### config.mk
export PLATFORM = sky130hd
export DESIGN_NAME = text_uart_tx
export DESIGN_NICKNAME = d
export VERILOG_FILES = /design/src/rtl/text_uart_tx.sv
export SDC_FILE = /design/constraint.sdc
export NUM_CORES = 1
export LEC_CHECK = 0
export BUFFER_PORTS_ARGS = -buffer_cell sky130_fd_sc_hd__buf_2
export CAP_MARGIN = 20
export CORE_MARGIN = 2
export CORE_UTILIZATION = 40
export CTS_BUF_LIST = sky130_fd_sc_hd__clkbuf_4 sky130_fd_sc_hd__clkbuf_8
export DETAILED_ROUTE_END_ITERATION = 8
export MAX_ROUTING_LAYER = met4
export PLACE_DENSITY = 0.67
export SYNTH_ARGS = -nofsm -noshare
export SYNTH_HDL_FRONTEND = slang
export SYNTH_SLANG_ARGS = --single-unit
export TNS_END_PERCENT = 50
### constraint.sdc
create_clock -name clk -period 3.7 [get_ports clk]
set_input_delay 0.37 -clock clk [delete_from_list [all_inputs] [get_ports clk]]
set_output_delay 0.37 -clock clk [all_outputs]
set_load 0.005 [all_outputs]
### src/rtl/text_uart_tx.sv
// -----------------------------------------------------------------------------
// text_uart_tx
//
// Last stage of the text link before the board's serial pin. Decrypted 7-bit
// characters arrive on a valid/ready handshake, are buffered in a small FIFO,
// and are serialised LSB first in a fixed 10-bit frame:
//   start(0), data[0]..data[6], bit 8, stop(1)
// Bit 8 is 0 (8N1 with MSB 0) unless TEXT_PARITY_EN is defined, in which case
// it carries even parity over the character (7E1). Frame length and timing
// are identical in both builds.
//
// Build option:
//   TEXT_PARITY_EN  - when defined, bit 8 of every frame is ^data.
//
// Parameters:
//   n             character width, only 7 is meaningful for the 10-bit frame
//   DEPTH         FIFO depth in characters, power of 2, >= 2
//   CLKS_PER_BIT  clk cycles per UART bit, >= 2
//
// Ports:
//   clk         system clock, rising edge
//   rst         asynchronous active-low reset
//   data_in     character from the decrypt stage
//   in_valid    data_in holds a character this cycle
//   in_ready    FIFO has room (registered count < DEPTH)
//   tx          UART line, idles high, registered
//   busy        a frame is in progress
//   fifo_count  characters currently buffered
//   overflow    sticky: a write was attempted while in_ready was low
// -----------------------------------------------------------------------------
module text_uart_tx #(
  parameter int n            = 7,
  parameter int DEPTH        = 8,
  parameter int CLKS_PER_BIT = 434
) (
  input  logic                   clk,
  input  logic                   rst,
  input  logic [n-1:0]           data_in,
  input  logic                   in_valid,
  output logic                   in_ready,
  output logic                   tx,
  output logic                   busy,
  output logic [$clog2(DEPTH):0] fifo_count,
  output logic                   overflow
);

  localparam int PW = $clog2(DEPTH);
  localparam int BW = $clog2(CLKS_PER_BIT);
  localparam logic [BW-1:0] BAUD_LAST  = BW'(CLKS_PER_BIT - 1);
  localparam logic [PW:0]   FULL_COUNT = (PW + 1)'(DEPTH);

  typedef enum logic [1:0] {
    S_IDLE,
    S_START,
    S_DATA,
    S_STOP
  } state_t;

  // FIFO storage and bookkeeping
  logic [n-1:0]  mem [DEPTH];
  logic [PW-1:0] wr_ptr_reg;
  logic [PW-1:0] rd_ptr_reg;
  logic [PW:0]   count_reg;
  logic          overflow_reg;

  // Serialiser
  state_t        state_reg;
  logic [BW-1:0] baud_reg;
  logic [2:0]    bit_idx_reg;
  logic [7:0]    shift_reg;
  logic          tx_reg;
  logic          busy_reg;

  logic          push;
  logic          pop;
  logic          frame_end;
  logic [n-1:0]  head;
  logic [7:0]    payload;

  assign in_ready   = (count_reg < FULL_COUNT);
  assign push       = in_valid && in_ready;
  assign frame_end  = (state_reg == S_STOP) && (baud_reg == BAUD_LAST);
  // A new frame is loaded either from idle or straight out of a stop bit,
  // which is what makes back-to-back frames gapless.
  assign pop        = (count_reg != '0) && ((state_reg == S_IDLE) || frame_end);
  assign head       = mem[rd_ptr_reg];

  // The 8 bits clocked out during the DATA state: character then bit 8.
  generate
    for (genvar gi = 0; gi < 7; gi++) begin : g_payload
      assign payload[gi] = head[gi];
    end
  endgenerate

`ifdef TEXT_PARITY_EN
  assign payload[7] = ^head[6:0];
`else
  assign payload[7] = 1'b0;
`endif

  // FIFO write port. The array is left unreset so it maps onto RAM.
  always_ff @(posedge clk) begin
    if (push) begin
      mem[wr_ptr_reg] <= data_in;
    end
  end

  // FIFO pointers, occupancy and the sticky overflow flag
  always_ff @(posedge clk or negedge rst) begin
    if (!rst) begin
      wr_ptr_reg   <= '0;
      rd_ptr_reg   <= '0;
      count_reg    <= '0;
      overflow_reg <= 1'b0;
    end else begin
      if (push) begin
        wr_ptr_reg <= wr_ptr_reg + 1'b1;
      end
      if (pop) begin
        rd_ptr_reg <= rd_ptr_reg + 1'b1;
      end
      case ({push, pop})
        2'b10:   count_reg <= count_reg + 1'b1;
        2'b01:   count_reg <= count_reg - 1'b1;
        default: count_reg <= count_reg;
      endcase
      if (in_valid && !in_ready) begin
        overflow_reg <= 1'b1;
      end
    end
  end

  // Frame FSM. tx is registered and always holds the level of the bit the
  // FSM is currently in, so each transition also loads the next line level.
  always_ff @(posedge clk or negedge rst) begin
    if (!rst) begin
      state_reg   <= S_IDLE;
      baud_reg    <= '0;
      bit_idx_reg <= '0;
      shift_reg   <= '0;
      tx_reg      <= 1'b1;
      busy_reg    <= 1'b0;
    end else begin
      case (state_reg)
        S_IDLE: begin
          baud_reg <= '0;
          tx_reg   <= 1'b1;
          if (pop) begin
            state_reg <= S_START;
            shift_reg <= payload;
            tx_reg    <= 1'b0;
            busy_reg  <= 1'b1;
          end
        end

        S_START: begin
          if (baud_reg == BAUD_LAST) begin
            baud_reg    <= '0;
            bit_idx_reg <= '0;
            state_reg   <= S_DATA;
            tx_reg      <= shift_reg[0];
          end else begin
            baud_reg <= baud_reg + 1'b1;
          end
        end

        S_DATA: begin
          if (baud_reg == BAUD_LAST) begin
            baud_reg <= '0;
            if (bit_idx_reg == 3'd7) begin
              state_reg <= S_STOP;
              tx_reg    <= 1'b1;
            end else begin
              // Shift right so the next bit to send is always at [0].
              bit_idx_reg <= bit_idx_reg + 3'd1;
              shift_reg   <= {1'b0, shift_reg[7:1]};
              tx_reg      <= shift_reg[1];
            end
          end else begin
            baud_reg <= baud_reg + 1'b1;
          end
        end

        S_STOP: begin
          if (baud_reg == BAUD_LAST) begin
            baud_reg <= '0;
            if (pop) begin
              state_reg <= S_START;
              shift_reg <= payload;
              tx_reg    <= 1'b0;
            end else begin
              state_reg <= S_IDLE;
              tx_reg    <= 1'b1;
              busy_reg  <= 1'b0;
            end
          end else begin
            baud_reg <= baud_reg + 1'b1;
          end
        end

        default: begin
          state_reg <= S_IDLE;
          baud_reg  <= '0;
          tx_reg    <= 1'b1;
          busy_reg  <= 1'b0;
        end
      endcase
    end
  end

  assign tx         = tx_reg;
  assign busy       = busy_reg;
  assign fifo_count = count_reg;
  assign overflow   = overflow_reg;

endmodule

==> metrics <==
post-synthesis xor/xnor area fraction=2.84%; ant diodes=0; first-pass GRT wire length=11600 microns; Synthesized Nets=298; Layout area overhead=9.38%; TNS Setup=0 ns; worst flop-to-flop path startpoint=baud_reg[0]$_DFF_PN0_; CTS sink count=90; Remaining DRCs=0; Tmin final=2.77 ns; Synth Instances=275; Slowest-stage cell, CP=dfrtp_1; status=completed; part of the cycle the worst path needs=74.7%; I/O pin count=18; first drt pass iteration count=5; critical setup path kind=reg2reg; clk root buf=clkbuf_8; post-route worst setup slack=0.934 ns; RSZ-0062 raised after global routing=false; number of port buffers=17; Clock Latency Late Sink=0.37 ns; pwr dens=488 nW/um^2; vias in the first global route=2251; clock group share of total power=28.3%; TritonCTS Buffers=9; Pins Over Slew Limit=0; Sw Pwr=0.597 mW; grt total ovfl=0; commonest non-fill, non-tap cells in the layout=56 x edfxtp_1, 33 x dfrtp_1, 25 x nor2_1; largest net degree at the start of global routing=35; #FFs+latches synth=90; max cap viols=0; clock skew=0.0122 ns; vias=2249; Place WS=0.922 ns; initial detailed-routing violation count=132; Min-Delay Path Class=in2async; VDD IR max=0.356 mV; Synth area leaders=edfxtp_1 42%, dfrtp_1 21%, mux4_2 7.9%; post-route ant nets=0; Final Wtd Congestion=0.767; area share of fa/ha/maj cells after synthesis=4.05%; mux share of post-synthesis cell area=10.4%; gr usage total=14.5%; commonest non-fill, non-tap cell in the layout=edfxtp_1; r2r worst-path depth=12; RR Endpoint=fifo_count[2]$_DFFE_PN0P_; cell row count=36; Synth Flop Type=edfxtp_1; simple-gate portion of the synthesized area=9.01%; layout cells sized above 1=19.7%; Post-synth EDFFs=56; Seq/Total Area, Yosys=63.1%; Mean Syn Cell Area=14.6 sq um; Final Setup Violations=0; CTS Hold Bufs=0; Comb power frac=13.1%; Yosys warnings=0; compound-cell area share of the yosys netlist=7.98%; post-synth cell types=53; share of flip-flops with an asynchronous set or reset=37.8%; Nets=318; Hold Vio Cnt, Final=0; family with the most delay on the worst path=simple AND/OR/NAND/NOR gates; internal power=1.55 mW; antenna violations before repair=0; Buf/Inv on CP=1; reg2reg setup slack=0.93 ns; synthesized cell area=4010 sq um; die area=10900 sq um; Routed WL=6980 microns; CTS tree=done; Req. time, crit path=4.00 ns; final core occ=44.9%; core box area=9770 sq um; main combinational cell family by area after synthesis=multiplexers; worst-case clock buffer depth=2; number of post-CTS setup repair buffers=0; max reg flops=56; largest area contributor in the netlist=edfxtp_1; fmax=0.362 GHz; P_leak=1.62 nW; critical path fanouts, max=7; share of power burned in registers=58.5%; Least-Margin Pin Slew=0.852 ns; CP endpoint kind=flip-flop; Rel. slew slack=43.2%; clock slew at reported path FFs=0.09 ns; WP data arrival=3.07 ns; switching fraction of total power=27.9%; CP Launch Type=flip-flop; routed wire length per instance=16.2 microns; Synth top area share=41.9%; die width=104 microns; Vias per Instance=5.21; post-detail-place hpwl=4650 microns; die height=104 microns; largest stage delay on the critical path=0.42 ns; H-tree depth=3; Starting Density=41.1%; post_cts resized=0; worst path cell trace=ha_1, and4b_1, a31o_4, nand2_4, inv_2, ha_1, xor2_1, ha_1, a311oi_1, nor3_1, nor3_2, xor2_1; most frequent CP cell=ha_1
-- cells in the mapped netlist (3+ instances only) --
library cell and count:
a21oi_1 8, a221o_1 5, buf_2 4, clkbuf_1 3, dfrtp_1 33, edfxtp_1 56, ha_1 13, inv_1 10
mux2_2 3, mux2i_1 7, mux4_2 14, nand2_1 19, nand2b_1 4, nand3_1 3, nor2_1 25, nor3_1 6
nor4_1 3, o21ai_0 5, xnor2_1 8, xor2_1 5
-- power groups by stage --
stage	clock (mW)	combinational, mW	sequential (mW)
floorplan	0	0.181	1.26
global placement	0	0.279	1.27
detailed placement	0	0.287	1.27
CTS	0.632	0.288	1.25
global route	0.670	0.316	1.27
finish	0.607	0.282	1.25
-- cells by family (layout without fill, tap and decap cells) --
kind of cell    after synthesis  count (layout)
buf+inv                      21              45
xor+xnor                     13              13
compound gates               41              41
fa+ha+maj                    13              13
simple gates                 73              73
mux                          24              24
flops                        90              90
-- through the flow --
step                      hold WS, ns  cells  power [mW]  cell area, sq um
after floorplan                0.0744    275        1.44              4010
after CTS                      0.0798    432        2.17              4390
after global routing            0.108    432        2.25              4390
after global placement          0.432    417        1.55              4220
after detailed placement        0.445    417        1.56              4220
final                          0.0600    432        2.14              4390
-- metal layers --
metal / share of wire (%) / GRT usage, % / vias up
met5: 0 / - / -
li1: - / - / 1077
met1: 45 / 17.7 / 1127
met3: 3.7 / 4.57 / 9
met2: 49 / 22.7 / 36
met4: 1.9 / 5.79 / 0
-- area by class of cell --
class,count,area (sq um)
Clock buffer,9,124
Clock inverter,6,47.5
Fill cell,892,5380
Inverter,11,41.3
Multi-Input combinational cell,164,1380
Sequential cell,90,2530
Tap cell,133,166
Timing Repair Buffer,19,100
-- worst max-delay path by stage --
| stage | startpoint | to | slack, ns | cells past startpoint |
|---|---|---|---|---|
| finish | baud_reg[0]$_DFF_PN0_ | fifo_count[2]$_DFFE_PN0P_ | 0.93 | 12 |
| global route | baud_reg[0]$_DFF_PN0_ | fifo_count[2]$_DFFE_PN0P_ | 0.73 | 12 |
| CTS | baud_reg[0]$_DFF_PN0_ | fifo_count[2]$_DFFE_PN0P_ | 0.94 | 12 |
| detailed placement | baud_reg[0]$_DFF_PN0_ | fifo_count[2]$_DFFE_PN0P_ | 0.92 | 12 |
| global placement | baud_reg[0]$_DFF_PN0_ | fifo_count[2]$_DFFE_PN0P_ | 1.02 | 12 |
| floorplan | baud_reg[0]$_DFF_PN0_ | fifo_count[2]$_DFFE_PN0P_ | 1.10 | 13 |
Note: power is estimated with default switching activity, not from simulation.
